--- config.mk ---
export PLATFORM = sky130hd
export DESIGN_NAME = pipe_stage_skid
export DESIGN_NICKNAME = d
export VERILOG_FILES = /design/src/rtl/pipe_stage_skid.sv
export SDC_FILE = /design/constraint.sdc
export NUM_CORES = 1
export LEC_CHECK = 0
export CAP_MARGIN = 20
export CORE_MARGIN = 8
export CORE_UTILIZATION = 35
export DETAILED_ROUTE_END_ITERATION = 10
export PLACE_DENSITY = 0.7
export SETUP_SLACK_MARGIN = 0.05
export SYNTH_ARGS = -nofsm -noshare
export SYNTH_HDL_FRONTEND = slang
export SYNTH_SLANG_ARGS = --single-unit
--- constraint.sdc ---
create_clock -name clk -period 28.3 [get_ports clk]
set_clock_uncertainty 0.2 [all_clocks]
set_input_delay 5.66 -clock clk [delete_from_list [all_inputs] [get_ports clk]]
set_output_delay 5.66 -clock clk [all_outputs]
set_load 0.005 [all_outputs]
--- src/rtl/pipe_stage_skid.sv ---
// Generic inter-stage pipeline register: valid/ready handshake, flush, bubble
// insertion and an optional two-entry skid buffer that keeps in_ready registered.
module pipe_stage_skid #(
  parameter int unsigned       DATA_W   = 128,
  parameter int unsigned       CTRL_W   = 8,
  parameter logic [CTRL_W-1:0] CTRL_NOP = {CTRL_W{1'b0}},
  parameter bit                SKID     = 1'b1
) (
  input  logic              clk,
  input  logic              rst,
  input  logic              in_valid,
  output logic              in_ready,
  input  logic [DATA_W-1:0] in_data,
  input  logic [CTRL_W-1:0] in_ctrl,
  output logic              out_valid,
  input  logic              out_ready,
  output logic [DATA_W-1:0] out_data,
  output logic [CTRL_W-1:0] out_ctrl,
  input  logic              flush,
  output logic [1:0]        occ,
  output logic [15:0]       stall_cycles
);

  typedef enum logic [1:0] {
    ST_EMPTY = 2'd0,
    ST_ONE   = 2'd1,
    ST_TWO   = 2'd2
  } state_t;

  state_t            state_r;
  logic [DATA_W-1:0] main_data_r;
  logic [CTRL_W-1:0] main_ctrl_r;
  logic [DATA_W-1:0] skid_data_r;
  logic [CTRL_W-1:0] skid_ctrl_r;
  logic              valid_r;
  logic              ready_r;
  logic [15:0]       stall_r;
  logic              accept_s;
  logic              dequeue_s;

  // Skid mode keeps ready registered; single-register mode passes out_ready through.
  assign in_ready  = SKID ? ready_r : (!valid_r || out_ready);
  assign accept_s  = in_valid && in_ready;
  assign dequeue_s = valid_r && out_ready;

  // Outputs come straight from the head register, which holds zeros/NOP when empty.
  assign out_valid    = valid_r;
  assign out_data     = main_data_r;
  assign out_ctrl     = main_ctrl_r;
  assign occ          = state_r;
  assign stall_cycles = stall_r;

  // Occupancy FSM: head/skid register loads, bubble clearing, registered valid/ready.
  always_ff @(posedge clk or posedge rst) begin
    if (rst) begin
      state_r     <= ST_EMPTY;
      main_data_r <= {DATA_W{1'b0}};
      main_ctrl_r <= CTRL_NOP;
      skid_data_r <= {DATA_W{1'b0}};
      skid_ctrl_r <= CTRL_NOP;
      valid_r     <= 1'b0;
      ready_r     <= 1'b1;
    end else if (flush) begin
      // A beat dequeued this cycle is already owned downstream; everything else dies.
      state_r     <= ST_EMPTY;
      main_data_r <= {DATA_W{1'b0}};
      main_ctrl_r <= CTRL_NOP;
      skid_data_r <= {DATA_W{1'b0}};
      skid_ctrl_r <= CTRL_NOP;
      valid_r     <= 1'b0;
      ready_r     <= 1'b1;
    end else begin
      case (state_r)
        ST_EMPTY: begin
          if (accept_s) begin
            main_data_r <= in_data;
            main_ctrl_r <= in_ctrl;
            valid_r     <= 1'b1;
            state_r     <= ST_ONE;
          end
        end
        ST_ONE: begin
          if (SKID && accept_s && !dequeue_s) begin
            skid_data_r <= in_data;
            skid_ctrl_r <= in_ctrl;
            ready_r     <= 1'b0;
            state_r     <= ST_TWO;
          end else if (accept_s) begin
            main_data_r <= in_data;
            main_ctrl_r <= in_ctrl;
          end else if (dequeue_s) begin
            main_data_r <= {DATA_W{1'b0}};
            main_ctrl_r <= CTRL_NOP;
            valid_r     <= 1'b0;
            state_r     <= ST_EMPTY;
          end
        end
        ST_TWO: begin
          if (dequeue_s) begin
            main_data_r <= skid_data_r;
            main_ctrl_r <= skid_ctrl_r;
            skid_data_r <= {DATA_W{1'b0}};
            skid_ctrl_r <= CTRL_NOP;
            ready_r     <= 1'b1;
            state_r     <= ST_ONE;
          end
        end
        default: begin
          state_r     <= ST_EMPTY;
          main_data_r <= {DATA_W{1'b0}};
          main_ctrl_r <= CTRL_NOP;
          skid_data_r <= {DATA_W{1'b0}};
          skid_ctrl_r <= CTRL_NOP;
          valid_r     <= 1'b0;
          ready_r     <= 1'b1;
        end
      endcase
    end
  end

  // Saturating back-pressure counter; only rst clears it.
  always_ff @(posedge clk or posedge rst) begin
    if (rst) begin
      stall_r <= 16'd0;
    end else if (valid_r && !out_ready && (stall_r != 16'hFFFF)) begin
      stall_r <= stall_r + 16'd1;
    end
  end

endmodule

==> summary.md, run 1 <==
| Metric | Value |
|---|---|
| Outcome | finished clean |
| Layout cells sized above 1 | 9.95% |
| Unrepaired setup endpoints after global routing | no |
| Worst-Margin Slew | roughly 1 ns |
| Design area | 16900 sq um |
| Initial antenna violation count | 1 |
| Hold crit path type | register to register |
| Max-cap violations | 0 |
| Post-CTS setup buffers | 0 |
| Post-synth top area share | 58.2% |
| Crit path from | flush |
| Filler instances | 3159 |
| Vias in the first global route | 9934 |
| Util after Layout | 47.7% |
| Die X | between 200 and 250 um |
| Startpoint class of the critical path | primary input |
| Top-Level Pins | 297 |
| Hpwl dp | between 20 and 25 mm |
| Via count | 9413 |
| DIE AREA | 42100 sq um |
| PortBufs | 296 |
| Max H-tree Level | 2 |
| Lkg Pwr | 7.30 nW |
| Syn avg cell area | 12.9 sq um |
| WP data arrival | 8.72 ns |
| F_max | 0.117 GHz |
| Chip Height | between 200 and 250 um |
| Endpoints failing hold | 0 |
| Hold-fix buffers, CTS | 0 |
| Clock tree buffer depth | 3 |
| Kind of critical path | primary input to register |
| Register-to-Register Path Depth | 6 |
| Worst setup endpoint | out_data[46] |
| Clock slew at reported path FFs | 0.06 ns |
| Final ANT Viol Nets | 0 |
| Starting Density | between 30 and 40% |
| Clock sinks | about 300 |
| Post-synth top area cell | dfrtp_1 |
| Worst EP required | 28.50 ns |
| Number of synthesized flops with an enable pin | 0 |
| Synth async-reset ratio | 100% |
| Dpl cell area | 15700 sq um |
| Yosys warns | 0 |
| Vias per inst | 5.51 |
| GRT Util Overall | 16.7% |
| TritonCTS clock tree | done |
| Maximum VDD drop | around 38 uV |
| Worst R2R Start | occ[1] |
| Residual DRC count | 0 |
| CP Max Fanout | 73 |
| Post-synth cell types | 52 |
| Post-Layout Cell Count | 1708 |
| Post-synth top flop | dfrtp_1 |
| DR WL/cell | 21.3 um |
| Critical Path Sink Type | register |
| TritonCTS Buffers | 34 |
| Worst R2R Setup Slack | 25.00 ns |
| #FFs+latches synth | around 290 |
| Routability cong. | 0.745 |
| Pre-CTS setup slack | 19.29 ns |
| Count of final max-slew check failures | 0 |
| Core box area | about 35000 sq um |
| Row cnt | 69 |
| Congestion Overflow GR | 0 |
| Syn nets | 1110 |
| Worst setup slack after layout | 19.78 ns |
| Power density over the cells | approximately 70 nW/um^2 |
| First drt pass iteration count | 5 |
| Register area share after synthesis | approximately three fifths |
| Setup violators final | 0 |
| Largest net degree at the start of global routing | 169 |
| Final Critical Period | around 8.5 ns |
| Post-Synthesis Cells | 968 |
| Nets | 1364 |
| Initial DRC Count | between 600 and 700 |
| Largest cells by area after synthesis | dfrtp_1 58%, a22oi_1 8.2%, o2bb2ai_1 6.7% |
| Final wirelength | 36.4 mm |
| CTS resizes | 0 |
| Global-route wire length before repair | approximately 58 mm |
| Worst reg2reg endpoint | out_data[29] |
| Worst skew pair latency | 0.51 ns |
| Synth Cell Area | around 13000 sq um |
| Worst slew margin | around 32% |
| Clk root buf | clkbuf_16 |
| Final Cycle Share | around 30% |
| P&R area growth vs syn | 34.8% |
| Setup TNS | 0 ns |
| Dpl cells | 1646 |
[cell usage after synthesis, types with 10 or more instances]
| library cell | number |
|---|---|
| o2bb2ai_1 | 96 |
| buf_2 | 30 |
| a22oi_1 | 136 |
| mux2i_1 | 43 |
| a22o_1 | 95 |
| nor2_1 | 10 |
| nand3_1 | 11 |
| buf_6 | 12 |
| clkbuf_1 | 26 |
| nand2_1 | 47 |
| dfrtp_1 | 291 |
| o2bb2ai_2 | 40 |
| inv_1 | 45 |
| buf_1 | 12 |
[power breakdown]
group	internal (mW)	switching [mW]	total (mW)
Clock	0.286	0.172	0.458
Sequential	0.461	0.0354	0.496
Combinational	0.117	0.122	0.239
[sequential cells by signal (all words and copies together), names as in the netlist]
name and cells:
skid_data_r 128, in_ready 1, stall_cycles 16, out_ctrl 8, out_data 128, skid_ctrl_r 8
out_valid 1, occ 2
[worst min-delay path by stage]
stage / from / endpoint / slack [ns] / cells after the start
finish: out_data[88] / out_data[88] / 0.29 / 1
global route: out_data[26] / out_data[26] / 0.30 / 1
CTS: out_data[94] / out_data[94] / 0.29 / 1
detailed placement: out_data[88] / out_data[88] / 0.27 / 1
global placement: out_data[115] / out_data[115] / 0.27 / 1
floorplan: skid_ctrl_r[7] / skid_ctrl_r[7] / 0.27 / 1
[area by class of cell]
cell class              instances  area, sq um  share of cell area (%)
flip-flops and latches        292         7310                    43.3
multi-input cells             539         4550                    27.0
repair buffers                310         3090                    18.3
clock buffers                  49          978                    5.80
well taps                     461          577                    3.42
clock inverters                11          186                    1.10
inverters                      45          176                    1.05
diodes                          1         2.50                  0.0148
[layout by cell type, fill, tap and decap left out, types with 2 or more instances in the layout]
master and n:
a31oi_1 3, dfrtp_1 291, clkbuf_8 5, nand2b_1 3
a22o_1 95, clkinv_2 4, nand4_1 2, xnor2_1 8
clkdlybuf4s50_1 296, o2bb2ai_1 96, buf_12 2, clkbuf_1 9
o2bb2ai_2 40, mux2i_1 43, a21oi_1 8, nor2_1 8
nand2_1 47, clkbuf_16 35, nand3_1 11, a22oi_1 136
inv_1 44, a211oi_1 2, nor2_4 2, xor2_1 2
and4_1 2, nor4_4 2, bufinv_16 5, a21oi_4 2
nand3b_1 3, buf_4 12
[worst max-delay path: stages]
cell and delay (ns):
clkdlybuf4s50_1 0.68, nand3b_1 0.35, o32ai_4 0.15, buf_4 0.69, buf_4 0.87, o2bb2ai_1 0.19
[through the flow]
| stage | total power, mW | hold WS, ns |
|---|---|---|
| 2_1_floorplan | 0.620 | 0.273 |
| 3_3_place_gp | 0.741 | 0.271 |
| 3_5_place_dp | 0.744 | 0.273 |
| 4_1_cts | 1.21 | 0.291 |
| 5_1_grt | 1.25 | 0.301 |
| 6_report | 1.19 | 0.288 |
[kinds of logic (layout without fill, tap and decap cells)]
| kind of cell | after synthesis | after routing | share of synthesized area (%) |
|---|---|---|---|
| other | 0 | 1 | 0 |
| adders and majority gates | 1 | 1 | 0.0999 |
| muxes | 44 | 44 | 3.53 |
| DFF | 292 | 292 | 58.4 |
| AOI/OAI and AO/OA | 393 | 393 | 27.8 |
| and+or+nand+nor | 91 | 91 | 3.82 |
| xor gates and xnor gates | 10 | 10 | 0.699 |
| buffers and inverters | 137 | 415 | 5.73 |
[routing by layer]
layer / part of all wire (%) / up-vias / wire [um] / track usage, %
met4: 2.0 / 0 / 714 / 4.08
met3: 7.3 / 53 / 2640 / 4.17
li1: - / 4204 / - / -
met2: 47 / 357 / 16900 / 25.6
met1: 44 / 4799 / 16100 / 23.3
met5: 0 / - / 0 / 0
(Power assumes the default switching activity.)
==> run 2: changes to the inputs <==
Clock period 28.3 ns to 8 ns, I/O delays scaled along.
==> run 2 against run 1 <==
Net effect: non-clock buffer count down 1; setup slack lost 16 ns; die area did not move; worst hold slack about the same; total power grew to 3.5 times the previous value; register-to-register slack lost 20 ns; global-route usage grew 0.055 points; sequential share of layout area did not move; utilization is the same; count of clock-buffer cells in the layout grew 7.
==> summary.md, run 2 (synthesized netlist as in run 1, its figures left out) <==
| Metric | Value |
|---|---|
| Met3 usage | 4.92% |
| Pwr Total | 4.16 mW |
| Pre-CTS setup slack | 3.50 ns |
| Worst slew margin | 26.4% |
| Count of final max-slew check failures | 0 |
| Nets | roughly 1400 |
| Initial antenna violation count | 1 |
| Initial DRC Count | 594 |
| GRT Util Overall | 16.7% |
| Row cnt | 69 |
| Vias in the first global route | 9872 |
| DIE AREA | 42100 sq um |
| Die X | 205 um |
| Kind of critical path | primary input to register |
| Startpoint class of the critical path | primary input |
| CTS resizes | 0 |
| Crit path buf inv count | 2 |
| PortBufs | 296 |
| Top-Level Pins | ~300 |
| Final wirelength | 36.3 mm |
| Clock slew at reported path FFs | roughly 0.060 ns |
| Routability cong. | 0.759 |
| TritonCTS clock tree | done |
| CP Max Fanout | 115 |
| Unrepaired setup endpoints after global routing | no |
| Maximum VDD drop | 148 uV |
| Worst skew pair latency | 0.50 ns |
| F_max | 0.250 GHz |
| Largest net degree at the start of global routing | 159 |
| Final Critical Period | 4.01 ns |
| Critical Path Sink Type | register |
| Leading cell type in the layout, fill and taps excluded | clkdlybuf4s50_1 |
| Cell family with most CP delay | buffers and inverters |
| Max-cap violations | 0 |
| Clock sinks | 292 |
| Setup TNS | 0 ns |
| Power density over the cells | approximately 250 nW/um^2 |
| Endpoints failing hold | 0 |
| Hold-fix buffers, CTS | 0 |
| Grt met1 use | 23.6% |
| Worst-Margin Slew | 1.10 ns |
| M2 GR Usage | 24.6% |
| Chip Height | 205 um |
| Worst setup slack after layout | 3.99 ns |
| Max H-tree Level | 2 |
| Vias per inst | about 5.5 |
| Clock tree buffer depth | 3 |
| GRT busiest layer | met2 |
| WP data arrival | 4.21 ns |
| Core box area | 35400 sq um |
| Post-CTS setup buffers | 0 |
| Via count | 9339 |
| Congestion Overflow GR | 0 |
| Starting Density | 35.4% |
| DR WL/cell | 21.2 um |
| Most frequent cells in the layout | 296 x clkdlybuf4s50_1, 291 x dfrtp_1, 136 x a22oi_1 |
| Lkg Pwr | 7.29 nW |
| Residual DRC count | 0 |
| Worst-path cell chain | clkdlybuf4s50_1 > o32ai_4 > buf_12 > o2bb2ai_1 |
| TritonCTS Buffers | 34 |
| Outcome | finished clean |
| Final ANT Viol Nets | 0 |
| Final Cycle Share | 50.1% |
| Clk root buf | clkbuf_16 |
| P&R area growth vs syn | 34.8% |
| First drt pass iteration count | 5 |
| Crit-path max cell delay | about 0.99 ns |
| Crit path max-delay cell type | o32ai_4 |
| Hold crit path type | register to register |
| Hpwl dp | 22.2 mm |
| Worst EP required | 8.20 ns |
| Layout cells sized above 1 | 9.86% |
| Global-route wire length before repair | 57.7 mm |
| Setup violators final | 0 |
[run 2: cell types whose count changed in the layout (fill, tap and decap cells not counted), sizes merged]
| cell | delta |
|---|---|
| clkbuf | +7 |
| buf | -1 |
| clkinvlp | +1 |
| inv | -2 |
| bufinv | -4 |
[run 2: final timing paths]
path                                        end  depth (start not counted)    startpoint  slack, ns
worst max register to register     out_data[38]                          5        occ[1]       5.04
worst min register to register     out_data[55]                          1  out_data[55]       0.29
worst max-delay path               out_data[38]                          4         flush       3.99
min in group asynchronous       skid_data_r[24]                          2           rst       1.21
max in group asynchronous          out_data[50]                          3           rst       5.21
worst min-delay path               out_data[55]                          1  out_data[55]       0.29
[run 2: power by group]
group          total (mW)  switching, mW  leakage (nW)  internal, mW
Combinational       0.857          0.440          2.75         0.417
Clock                1.55          0.599         0.557         0.953
Sequential           1.75          0.121          3.99          1.63
Total                4.16           1.16          7.29          3.00
[run 2: layout make-up]
cell class | count | area [sq um]
clock inverter | 6 | 61.3
antenna | 1 | 2.50
multi-input combinational | 539 | 4550
tap | 461 | 577
sequential | 292 | 7310
fill | 3148 | 18500
timing repair buffer | 309 | 3120
clock buffer | 56 | 1080
inverter | 45 | 173
[run 2: through the flow]
step	hold WS [ns]	util, %	cell area [sq um]	cells
6_report	0.288	47.7	16900	1709
5_1_grt	0.305	47.7	16900	1709
4_1_cts	0.289	47.6	16900	1707
3_5_place_dp	0.273	44.4	15700	1645
3_3_place_gp	0.272	44.4	15700	1645
2_1_floorplan	0.273	-	12500	968
[run 2: worst register-to-register path: stages, from the launching register on]
cell and delay, ns:
dfrtp_1 0.57, nand3b_1 0.23, nand2_1 0.11, o32ai_4 0.83
buf_12 0.59, o2bb2ai_1 0.33
[run 2: layer usage]
| layer | part of all wire [%] | up-vias |
|---|---|---|
| li1 | - | 4198 |
| met2 | 45 | 346 |
| met4 | 2.1 | 0 |
| met5 | 0 | - |
| met1 | 44 | 4740 |
| met3 | 8.5 | 55 |
==> run 3: changes to the inputs <==
Clock period 8 ns to 3.7 ns, I/O delays scaled along.
==> run 3 against run 2 <==
Net effect: register-to-register slack got worse by 3.7 ns; via count rose by 1.3%; final cell count rose by 0.76%; total power rose by 120%; design area rose by 1.9%; combinational power rose by 130%; sequential power rose by 120%; sequential share of layout area fell by 0.80 points; wire length rose by 0.61%; die area did not move; setup slack got worse by 3.0 ns; critical path depth fell by 3; critical endpoint is now occ[0]; largest cell class unchanged; largest power group unchanged.
==> summary.md, run 3 (synthesized netlist as in run 1, its figures left out) <==
| Metric | Value |
|---|---|
| Kind of critical path | register to output pin |
| Power density over the cells | 533 nW/um^2 |
| Met3 usage | 4.17% |
| Worst EP required | 2.76 ns |
| Most frequent cells in the layout | 296 x clkdlybuf4s50_1, 291 x dfrtp_1, 136 x a22oi_1 |
| Vias in the first global route | 9981 |
| Vias per inst | 5.49 |
| M2 GR Usage | 26.3% |
| Core box area | around 35000 sq um |
| DR WL/cell | 21.2 um |
| TritonCTS Buffers | 34 |
| Worst slew margin | a little under two fifths |
| CTS resizes | 0 |
| Endpoints failing hold | 0 |
| Worst-path cell chain | clkdlybuf4s50_1 |
| TritonCTS clock tree | done |
| GRT busiest layer | met2 |
| Nets | 1379 |
| Final ANT Viol Nets | 0 |
| Worst skew pair latency | 0.51 ns |
| P&R area growth vs syn | 37.3% |
| Post-Layout Cell Count | 1722 |
| Unrepaired setup endpoints after global routing | no |
| Global-route wire length before repair | 57.7 mm |
| Hold Slack | ~0.28 ns |
| Antenna cells | 0 |
| Chip Height | 205 um |
| Hold-fix buffers, CTS | 0 |
| Initial DRC Count | 690 |
| Outcome | finished clean |
| Worst setup slack after layout | 0.959 ns |
| Setup TNS | 0 ns |
| Setup violators final | 0 |
| Congestion Overflow GR | 0 |
| Layout cells sized above 1 | 11.1% |
| GRT Util Overall | between 10% and 20% |
| Via count | approximately 9500 |
| DIE AREA | 42100 sq um |
| Clock slew at reported path FFs | around 0.060 ns |
| Crit path max-delay cell type | dfrtp_1 |
| Max H-tree Level | 2 |
| Grt met1 use | 22.9% |
| CP Max Fanout | 13 |
| First drt pass iteration count | 5 |
| F_max | 0.365 GHz |
| PortBufs | 296 |
| Die X | 205 um |
| Final wirelength | 36.5 mm |
| Leading cell type in the layout, fill and taps excluded | clkdlybuf4s50_1 |
| Largest net degree at the start of global routing | 137 |
| Row cnt | between 60 and 70 |
| Post-CTS setup buffers | 0 |
| Hpwl dp | 23.0 mm |
| Startpoint class of the critical path | register |
| Lkg Pwr | 7.45 nW |
| Final Critical Period | 2.74 ns |
| WP data arrival | 1.80 ns |
| Starting Density | 35.4% |
| Crit path buf inv count | 1 |
| Final Cycle Share | 74.1% |
| Residual DRC count | 0 |
| Maximum VDD drop | 397 uV |
| Routability cong. | 0.770 |
| Pre-CTS setup slack | ~0.67 ns |
| Clock tree buffer depth | 3 |
| Worst-Margin Slew | 0.932 ns |
| Cell family with most CP delay | flip-flops |
| Critical Path Sink Type | output pin |
| Clk root buf | clkbuf_16 |
| Initial antenna violation count | 0 |
| Count of final max-slew check failures | 0 |
| Dpl cells | around 1700 |
| Top-Level Pins | 297 |
| Hold crit path type | register to register |
| Crit-path max cell delay | 0.69 ns |
| Max-cap violations | 0 |
| Clock sinks | 292 |
[run 3: changes by cell type in the layout (fill, tap and decap cells not counted), sizes merged]
cell      change
clkinv        +1
inv           +2
bufinv        +3
buf          +16
clkbuf        -7
clkinvlp      -1
diode         -1
[run 3: routing by layer]
layer | share of wire, % | vias up | wire, um
li1 | - | 4236 | -
met3 | 6.9 | 54 | 2510
met5 | 0 | - | 0
met2 | 46 | 323 | 16900
met1 | 45 | 4843 | 16400
met4 | 2.1 | 0 | 751
[run 3: path summary, 6_finish.rpt]
path                              start          endpoint  slack, ns  cells after the start
setup / recovery                 occ[0]            occ[0]       0.96                      1
max in group asynchronous           rst          in_ready       1.93                      3
min in group asynchronous           rst  skid_data_r[113]       0.60                      2
hold reg to reg            out_data[95]      out_data[95]       0.28                      1
setup reg to reg                 occ[1]      out_data[39]       1.36                      5
hold / removal             out_data[95]      out_data[95]       0.28                      1
[run 3: final cells by class]
class / instances / area (sq um)
fillers: 3072 / 18200
clock inverters: 11 / 174
multi-input cells: 539 / 4550
inverters: 45 / 173
flip-flops and latches: 292 / 7310
well taps: 461 / 577
clock buffers: 49 / 977
repair buffers: 325 / 3430
[run 3: stage by stage]
stage / cell area, sq um / power, mW / util, %
2_1_floorplan: 12500 / 4.75 / -
3_3_place_gp: 16000 / 5.77 / 45.3
3_5_place_dp: 16000 / 5.79 / 45.3
4_1_cts: 17200 / 9.30 / 48.6
5_1_grt: 17200 / 9.59 / 48.6
6_report: 17200 / 9.17 / 48.6
[run 3: power breakdown]
part	total [mW]	leakage [nW]	internal, mW	switching [mW]
combinational	1.94	2.89	0.977	0.965
clock	3.44	0.567	2.12	1.31
sequential	3.79	3.99	3.52	0.268
